$ cat src/rtl/prime_accum_pkg.sv
`default_nettype none
// ============================================================================
// prime_accum_pkg : state encoding and width helper for the prime accumulator
// Rev 1.0
// ============================================================================
package prime_accum_pkg;

    typedef enum logic [2:0] {
        IDLE  = 3'd0,
        CHECK = 3'd1,
        DIV   = 3'd2,
        NEXT  = 3'd3,
        DONE  = 3'd4
    } state_t;

    function automatic int sq_width(input int w);
        return 2 * w;
    endfunction

endpackage
`default_nettype wire

$ cat src/rtl/prime_mod_unit.sv
`default_nettype none
// ============================================================================
// prime_mod_unit : restoring sequential remainder, one quotient bit per cycle
// Rev 1.0
// ============================================================================
module prime_mod_unit
    import prime_accum_pkg::*;
#(
    parameter int W = 32
) (
    input  logic         clk,
    input  logic         reset,
    input  logic         go,
    input  logic [W-1:0] dividend,
    input  logic [W-1:0] divisor,
    output logic [W-1:0] rem,
    output logic         rem_valid
);
    localparam int CW = $clog2(W + 1);

    logic [W-1:0]  r_dvd;
    logic [W-1:0]  r_dvs;
    logic [W-1:0]  r_rem;
    logic [CW-1:0] r_cnt;
    logic          r_valid;
    logic [W:0]    w_shift;
    logic [W:0]    w_diff;
    logic          w_ge;

    // Partial remainder is always below the divisor, so W+1 bits hold the shift.
    always_comb begin
        w_shift = {r_rem, r_dvd[W-1]};
        w_diff  = w_shift - {1'b0, r_dvs};
        w_ge    = (w_shift >= {1'b0, r_dvs});
    end

    always_ff @(posedge clk) begin
        if (reset) begin
            r_dvd   <= '0;
            r_dvs   <= '0;
            r_rem   <= '0;
            r_cnt   <= '0;
            r_valid <= 1'b0;
        end else if (go) begin
            r_dvd   <= dividend;
            r_dvs   <= divisor;
            r_rem   <= '0;
            r_cnt   <= CW'(W);
            r_valid <= 1'b0;
        end else if (r_cnt != '0) begin
            r_dvd   <= {r_dvd[W-2:0], 1'b0};
            r_rem   <= w_ge ? w_diff[W-1:0] : w_shift[W-1:0];
            r_cnt   <= r_cnt - CW'(1);
            r_valid <= (r_cnt == CW'(1));
        end else begin
            r_valid <= 1'b0;
        end
    end

    assign rem       = r_rem;
    assign rem_valid = r_valid;

endmodule
`default_nettype wire

$ cat src/rtl/prime_accum_seq.sv
`default_nettype none
// ============================================================================
// prime_accum_seq : finds the first n primes from a by trial division,
//                   streaming each prime with a running sum and count
// Rev 1.0
// ============================================================================
module prime_accum_seq
    import prime_accum_pkg::*;
#(
    parameter int W     = 32,
    parameter int SUM_W = 40
) (
    input  logic             clk,
    input  logic             reset,
    input  logic             start,
    input  logic [W-1:0]     a,
    input  logic [W-1:0]     n,
    output logic             busy,
    output logic             done,
    output logic             prime_valid,
    output logic [W-1:0]     prime_out,
    output logic [SUM_W-1:0] sum_out,
    output logic [W-1:0]     count,
    output logic             sum_ovf,
    output logic             range_err
);
    localparam int DDW = sq_width(W);

    state_t           r_state, w_state_nxt;
    logic [W-1:0]     r_cand, w_cand_nxt;
    logic [W-1:0]     r_target, w_target_nxt;
    logic [W-1:0]     r_d, w_d_nxt;
    logic [W-1:0]     r_count, w_count_nxt;
    logic [W-1:0]     r_prime_out, w_prime_out_nxt;
    logic [SUM_W-1:0] r_sum, w_sum_nxt;
    logic             r_is_prime, w_is_prime_nxt;
    logic             r_prime_valid, w_prime_valid_nxt;
    logic             r_ovf, w_ovf_nxt;
    logic             r_rerr, w_rerr_nxt;

    logic             w_go;
    logic [W-1:0]     w_divisor;
    logic [W-1:0]     w_rem;
    logic             w_rem_valid;
    logic [W-1:0]     w_d_inc;
    logic [W-1:0]     w_count_inc;
    logic [W-1:0]     w_count_after;
    logic [DDW-1:0]   w_dd;
    logic [SUM_W:0]   w_sum_ext;

    prime_mod_unit #(.W(W)) u_mod (
        .clk       (clk),
        .reset     (reset),
        .go        (w_go),
        .dividend  (r_cand),
        .divisor   (w_divisor),
        .rem       (w_rem),
        .rem_valid (w_rem_valid)
    );

    assign w_d_inc       = r_d + W'(1);
    assign w_count_inc   = r_count + W'(1);
    assign w_count_after = r_is_prime ? w_count_inc : r_count;
    assign w_dd          = DDW'(w_d_inc) * DDW'(w_d_inc);
    assign w_sum_ext     = {1'b0, r_sum} + (SUM_W+1)'(r_cand);

    always_comb begin
        w_state_nxt       = r_state;
        w_cand_nxt        = r_cand;
        w_target_nxt      = r_target;
        w_d_nxt           = r_d;
        w_count_nxt       = r_count;
        w_prime_out_nxt   = r_prime_out;
        w_sum_nxt         = r_sum;
        w_is_prime_nxt    = r_is_prime;
        w_prime_valid_nxt = 1'b0;
        w_ovf_nxt         = r_ovf;
        w_rerr_nxt        = r_rerr;
        w_go              = 1'b0;
        w_divisor         = r_d;

        case (r_state)
            IDLE, DONE: begin
                w_state_nxt = IDLE;
                if (start) begin
                    w_cand_nxt   = a;
                    w_target_nxt = n;
                    w_sum_nxt    = '0;
                    w_count_nxt  = '0;
                    w_ovf_nxt    = 1'b0;
                    w_rerr_nxt   = 1'b0;
                    w_state_nxt  = CHECK;
                end
            end
            CHECK: begin
                if (r_count == r_target) begin
                    w_state_nxt = DONE;
                end else if (r_cand < W'(2)) begin
                    w_is_prime_nxt = 1'b0;
                    w_state_nxt    = NEXT;
                end else if (r_cand == W'(2) || r_cand == W'(3)) begin
                    w_is_prime_nxt = 1'b1;
                    w_state_nxt    = NEXT;
                end else begin
                    w_d_nxt     = W'(2);
                    w_divisor   = W'(2);
                    w_go        = 1'b1;
                    w_state_nxt = DIV;
                end
            end
            DIV: begin
                // Divisors are tried in order, so once (d+1)^2 exceeds cand no factor remains.
                if (w_rem_valid) begin
                    if (w_rem == '0) begin
                        w_is_prime_nxt = 1'b0;
                        w_state_nxt    = NEXT;
                    end else if (w_dd > DDW'(r_cand)) begin
                        w_is_prime_nxt = 1'b1;
                        w_state_nxt    = NEXT;
                    end else begin
                        w_d_nxt   = w_d_inc;
                        w_divisor = w_d_inc;
                        w_go      = 1'b1;
                    end
                end
            end
            NEXT: begin
                if (r_is_prime) begin
                    w_prime_valid_nxt = 1'b1;
                    w_prime_out_nxt   = r_cand;
                    w_count_nxt       = w_count_inc;
                    w_sum_nxt         = w_sum_ext[SUM_W-1:0];
                    if (w_sum_ext[SUM_W]) begin
                        w_ovf_nxt = 1'b1;
                    end
                end
                if (r_cand == '1 && w_count_after < r_target) begin
                    w_rerr_nxt  = 1'b1;
                    w_state_nxt = DONE;
                end else begin
                    w_cand_nxt  = r_cand + W'(1);
                    w_state_nxt = CHECK;
                end
            end
            default: w_state_nxt = IDLE;
        endcase
    end

    always_ff @(posedge clk) begin
        if (reset) begin
            r_state       <= IDLE;
            r_cand        <= '0;
            r_target      <= '0;
            r_d           <= '0;
            r_count       <= '0;
            r_prime_out   <= '0;
            r_sum         <= '0;
            r_is_prime    <= 1'b0;
            r_prime_valid <= 1'b0;
            r_ovf         <= 1'b0;
            r_rerr        <= 1'b0;
        end else begin
            r_state       <= w_state_nxt;
            r_cand        <= w_cand_nxt;
            r_target      <= w_target_nxt;
            r_d           <= w_d_nxt;
            r_count       <= w_count_nxt;
            r_prime_out   <= w_prime_out_nxt;
            r_sum         <= w_sum_nxt;
            r_is_prime    <= w_is_prime_nxt;
            r_prime_valid <= w_prime_valid_nxt;
            r_ovf         <= w_ovf_nxt;
            r_rerr        <= w_rerr_nxt;
        end
    end

    assign busy        = (r_state == CHECK) || (r_state == DIV) || (r_state == NEXT);
    assign done        = (r_state == DONE);
    assign prime_valid = r_prime_valid;
    assign prime_out   = r_prime_out;
    assign sum_out     = r_sum;
    assign count       = r_count;
    assign sum_ovf     = r_ovf;
    assign range_err   = r_rerr;

endmodule
`default_nettype wire

$ cat config.mk
export PLATFORM = sky130hd
export DESIGN_NAME = prime_accum_seq
export DESIGN_NICKNAME = d
export VERILOG_FILES = /design/src/rtl/prime_accum_pkg.sv /design/src/rtl/prime_mod_unit.sv /design/src/rtl/prime_accum_seq.sv
export SDC_FILE = /design/constraint.sdc
export NUM_CORES = 2
export LEC_CHECK = 0
export ABC_AREA = 1
export CAP_MARGIN = 20
export CORE_UTILIZATION = 64
export DETAILED_ROUTE_END_ITERATION = 16
export GPL_TIMING_DRIVEN = 0
export PLACE_DENSITY = 0.89
export RECOVER_POWER = 25
export SYNTH_ARGS = -nofsm -noshare
export SYNTH_HDL_FRONTEND = slang
export SYNTH_SLANG_ARGS = --single-unit
$ cat constraint.sdc
create_clock -name clk -period 15.25 [get_ports clk]
set_clock_uncertainty 0.1 [all_clocks]
set_input_delay 3.05 -clock clk [delete_from_list [all_inputs] [get_ports clk]]
set_output_delay 3.05 -clock clk [all_outputs]
set_load 0.02 [all_outputs]
==> impl_metrics.ini <==
[status]
status = completed

[worst_setup_path]
cp_num_cells = 48
crit_top_cell = nand2_1
path_buf_inv = 8
critPathSlowestCell = xor2_1
r2r_start = r_d[1]
worstSetupPathType = register to register
reg2reg_depth = 48
startpoint = r_d[1]
crit_path_start_kind = register
arrival_ns = 14.52
worstSetupEndpointType = register
slowest_delay_ns = 0.97
crit_path_end = u_mod.r_dvs[24]
worstPathRequired_ns = 15.58
rrSetupSlack_ns = 1.06
cp_top_family = adder cells
r2r_end = u_mod.r_dvs[24]
crit_fanout = 10

[routing]
met3_length_um = 24200
route.met2.wl_um = 83400
viasPerCell = 5.86
vias = 48500
drt-initial-drc-count = 5513
drt_pass1_iterations = 7
wl_per_cell_um = 23.0
drtAntennaViolNets = 0
drcViolationCount = 0
highest_layer = met5
drt-total-wl_um = 190000
wl_met1_um = 67600

[cells_and_area]
syn_to_final_growth_pct = 8.77
drive_above_1_share = 0.0210
fin_util = 0.708
final_nets = 8475
finalNonFillerCells = 8270

[timing]
setup_violations = 0
setup-tns-final_ns = 0
max_freq_mhz = 70.5
hold_viol = 0
fin_crit_sh = 0.931
drv_slew = 0
rsz0062_at_grt = no
timing.hold.ws_ns = 0.378
min_period_ns = 14.19
slew-limit-headroom = 0.134
tightestPinTransition_ns = 1.30

[pwr]
ir_drop_mv = 0.112
p_leak_nw = 28.4
power.total_mw = 5.19
power_density_nw_per_um2 = 94.1

[flow_run]
cap_violations = 0

[floorplanning]
core_um2 = 78000
io_pins = 176
dieArea_um2 = 80500
die_h_um = 284
die_x_um = 284
rows = 102
start_util = 0.651

[cts]
path_clk_slew_ns = 0.06
cts_buffers = 35
postCtsHoldBufs = 0
cts_tree = built
cts_root_buf = clkbuf_16
cts.path.max_buffers = 3
post-cts-setup-buffers = 0
htree_levels = 2
clock_latency_ns = 0.58
cts_resized = 0
cts_sinks = 310

[yosys]
synth_adder_area_share = 0.418
synthCells = 6974
synthesis.area_um2 = 50800
yosysTopAreaCell = fa_1
muxShareOfSynthArea = 0
synth_xor_area_frac = 0.0235
synth_seq_cells = 310
async_flop_share = 0
yosysMostFrequentCell = inv_1
synth_top_family_by_area = adder cells
synth_edf_count = 0
synth_compound_area_frac = 0.0843
synth_common_cells = 1646 x inv_1, 1388 x nand2_1, 812 x nor2_1
ys.flop_type = dfxtp_1
synth_simple_gate_area_frac = 0.213
syn_avg_cell_area_um2 = 7.28
synth_top_area_share = 0.319
synth_cell_type_count = 57
yosysSeqAreaShare = 0.122
synth_nets = 8250
synth_area_leaders = fa_1 32%, dfxtp_1 12%, inv_1 12%, nand2_1 10%, ha_1 9.9%
yosys_warnings = 0

[global_routing]
grt_max_degree = 15
grt_pass1_wl_um = 286000
grt_pass1_vias = 48200
antenna_found_initial = 8
grt.total_usage = 0.474
globalRouteOverflowTotal = 0

[placed_design]
placed_cells = 8192
io_buffers = 175
dp_hpwl_um = 157000
globalplace.congestion = 1.06

[hold_path]
hp-class = register to register
==> per-layer routing <==
layer,track usage,vias to the layer above
met5,0,-
met4,0.311,4
met3,0.138,806
met2,0.722,3161
met1,0.587,23000
li1,-,21500
==> sequential cells by signal, indices dropped and copies added, names as in the netlist <==
name,flops
r_is_prime,1
r_state,3
sum_ovf,1
prime_valid,1
u_mod.r_dvs,32
u_mod.r_dvd,32
r_target,32
r_d,32
count,32
u_mod.rem,32
prime_out,32
r_cand,32
range_err,1
u_mod.rem_valid,1
sum_out,40
u_mod.r_cnt,6
==> cell type report <==
class | instances | area [um2]
clock inverter | 18 | 211
antenna | 6 | 15.0
sequential | 310 | 6210
timing repair buffer | 188 | 1940
inverter | 1664 | 6250
multi-input combinational | 4789 | 37500
clock buffer | 44 | 970
tap | 1040 | 1300
fill | 6366 | 22700
buffer | 211 | 855
==> per-stage QoR <==
step / instance area (um2) / setup slack [ns]
floorplan: 50800 / 5.51
global placement: 53800 / 0.350
detailed placement: 53900 / 1.67
CTS: 55100 / 1.60
global route: 55200 / 0.799
finish: 55200 / 1.06
==> report_power, final <==
| group | leakage (nW) | internal (mW) | switching, mW |
|---|---|---|---|
| clock network | 0.585 | 0.510 | 0.390 |
| registers | 2.53 | 0.963 | 0.183 |
| logic | 25.3 | 0.960 | 2.19 |
| total | 28.4 | 2.43 | 2.76 |
==> worst register-to-register path, delay by kind of cell, from the launching register on <==
family                     cells  cell delay (ns)
adders and majority gates     11             5.27
DFF                            1             0.48
and+or+nand+nor               24             4.33
buffers and inverters          8             1.76
xor gates and xnor gates       2             1.22
AOI/OAI and AO/OA              3             0.86
==> kinds of logic (layout without fill, tap and decap cells) <==
| kind of cell | Yosys count | in the layout |
|---|---|---|
| and+or+nand+nor | 2655 | 2655 |
| xor gates and xnor gates | 136 | 136 |
| adders and majority gates | 1209 | 1209 |
| DFF | 310 | 310 |
| other | 2 | 8 |
| buffers and inverters | 1875 | 2125 |
| AOI/OAI and AO/OA | 787 | 787 |
==> worst min-delay path by stage <==
stage               startpoint              end  slack, ns  depth (start not counted)
2_1_floorplan   u_mod.r_dvd[0]   u_mod.r_dvd[0]       0.34                          2
4_1_cts        u_mod.r_dvd[30]  u_mod.r_dvd[30]       0.37                          2
3_3_place_gp         range_err        range_err       0.35                          2
5_1_grt         u_mod.r_cnt[3]   u_mod.r_cnt[3]       0.40                          2
3_5_place_dp   u_mod.r_dvd[30]  u_mod.r_dvd[30]       0.36                          2
6_report        u_mod.r_cnt[3]   u_mod.r_cnt[3]       0.38                          2
==> layout by cell type (no fill, tap or decap), drive strengths merged, types with 4 or more instances in the layout <==
cell,instances
nor3,71
buf,53
nor4,31
or2,32
nand3b,7
a31oi,26
inv,1652
nand3,213
clkinv,25
nor2,818
and2,8
a21boi,4
dfxtp,310
o21a,11
xnor2,41
o211ai,32
nand4,81
o2111ai,4
ha,400
a21o,14
clkbuf,215
xor2,95
o21ai,241
clkdlybuf4s50,140
fa,809
dlygate4sd3,35
diode,6
o21bai,13
o31ai,5
a221oi,4
a21oi,412
nand2,1391
Power figures use the tool's default switching activity.
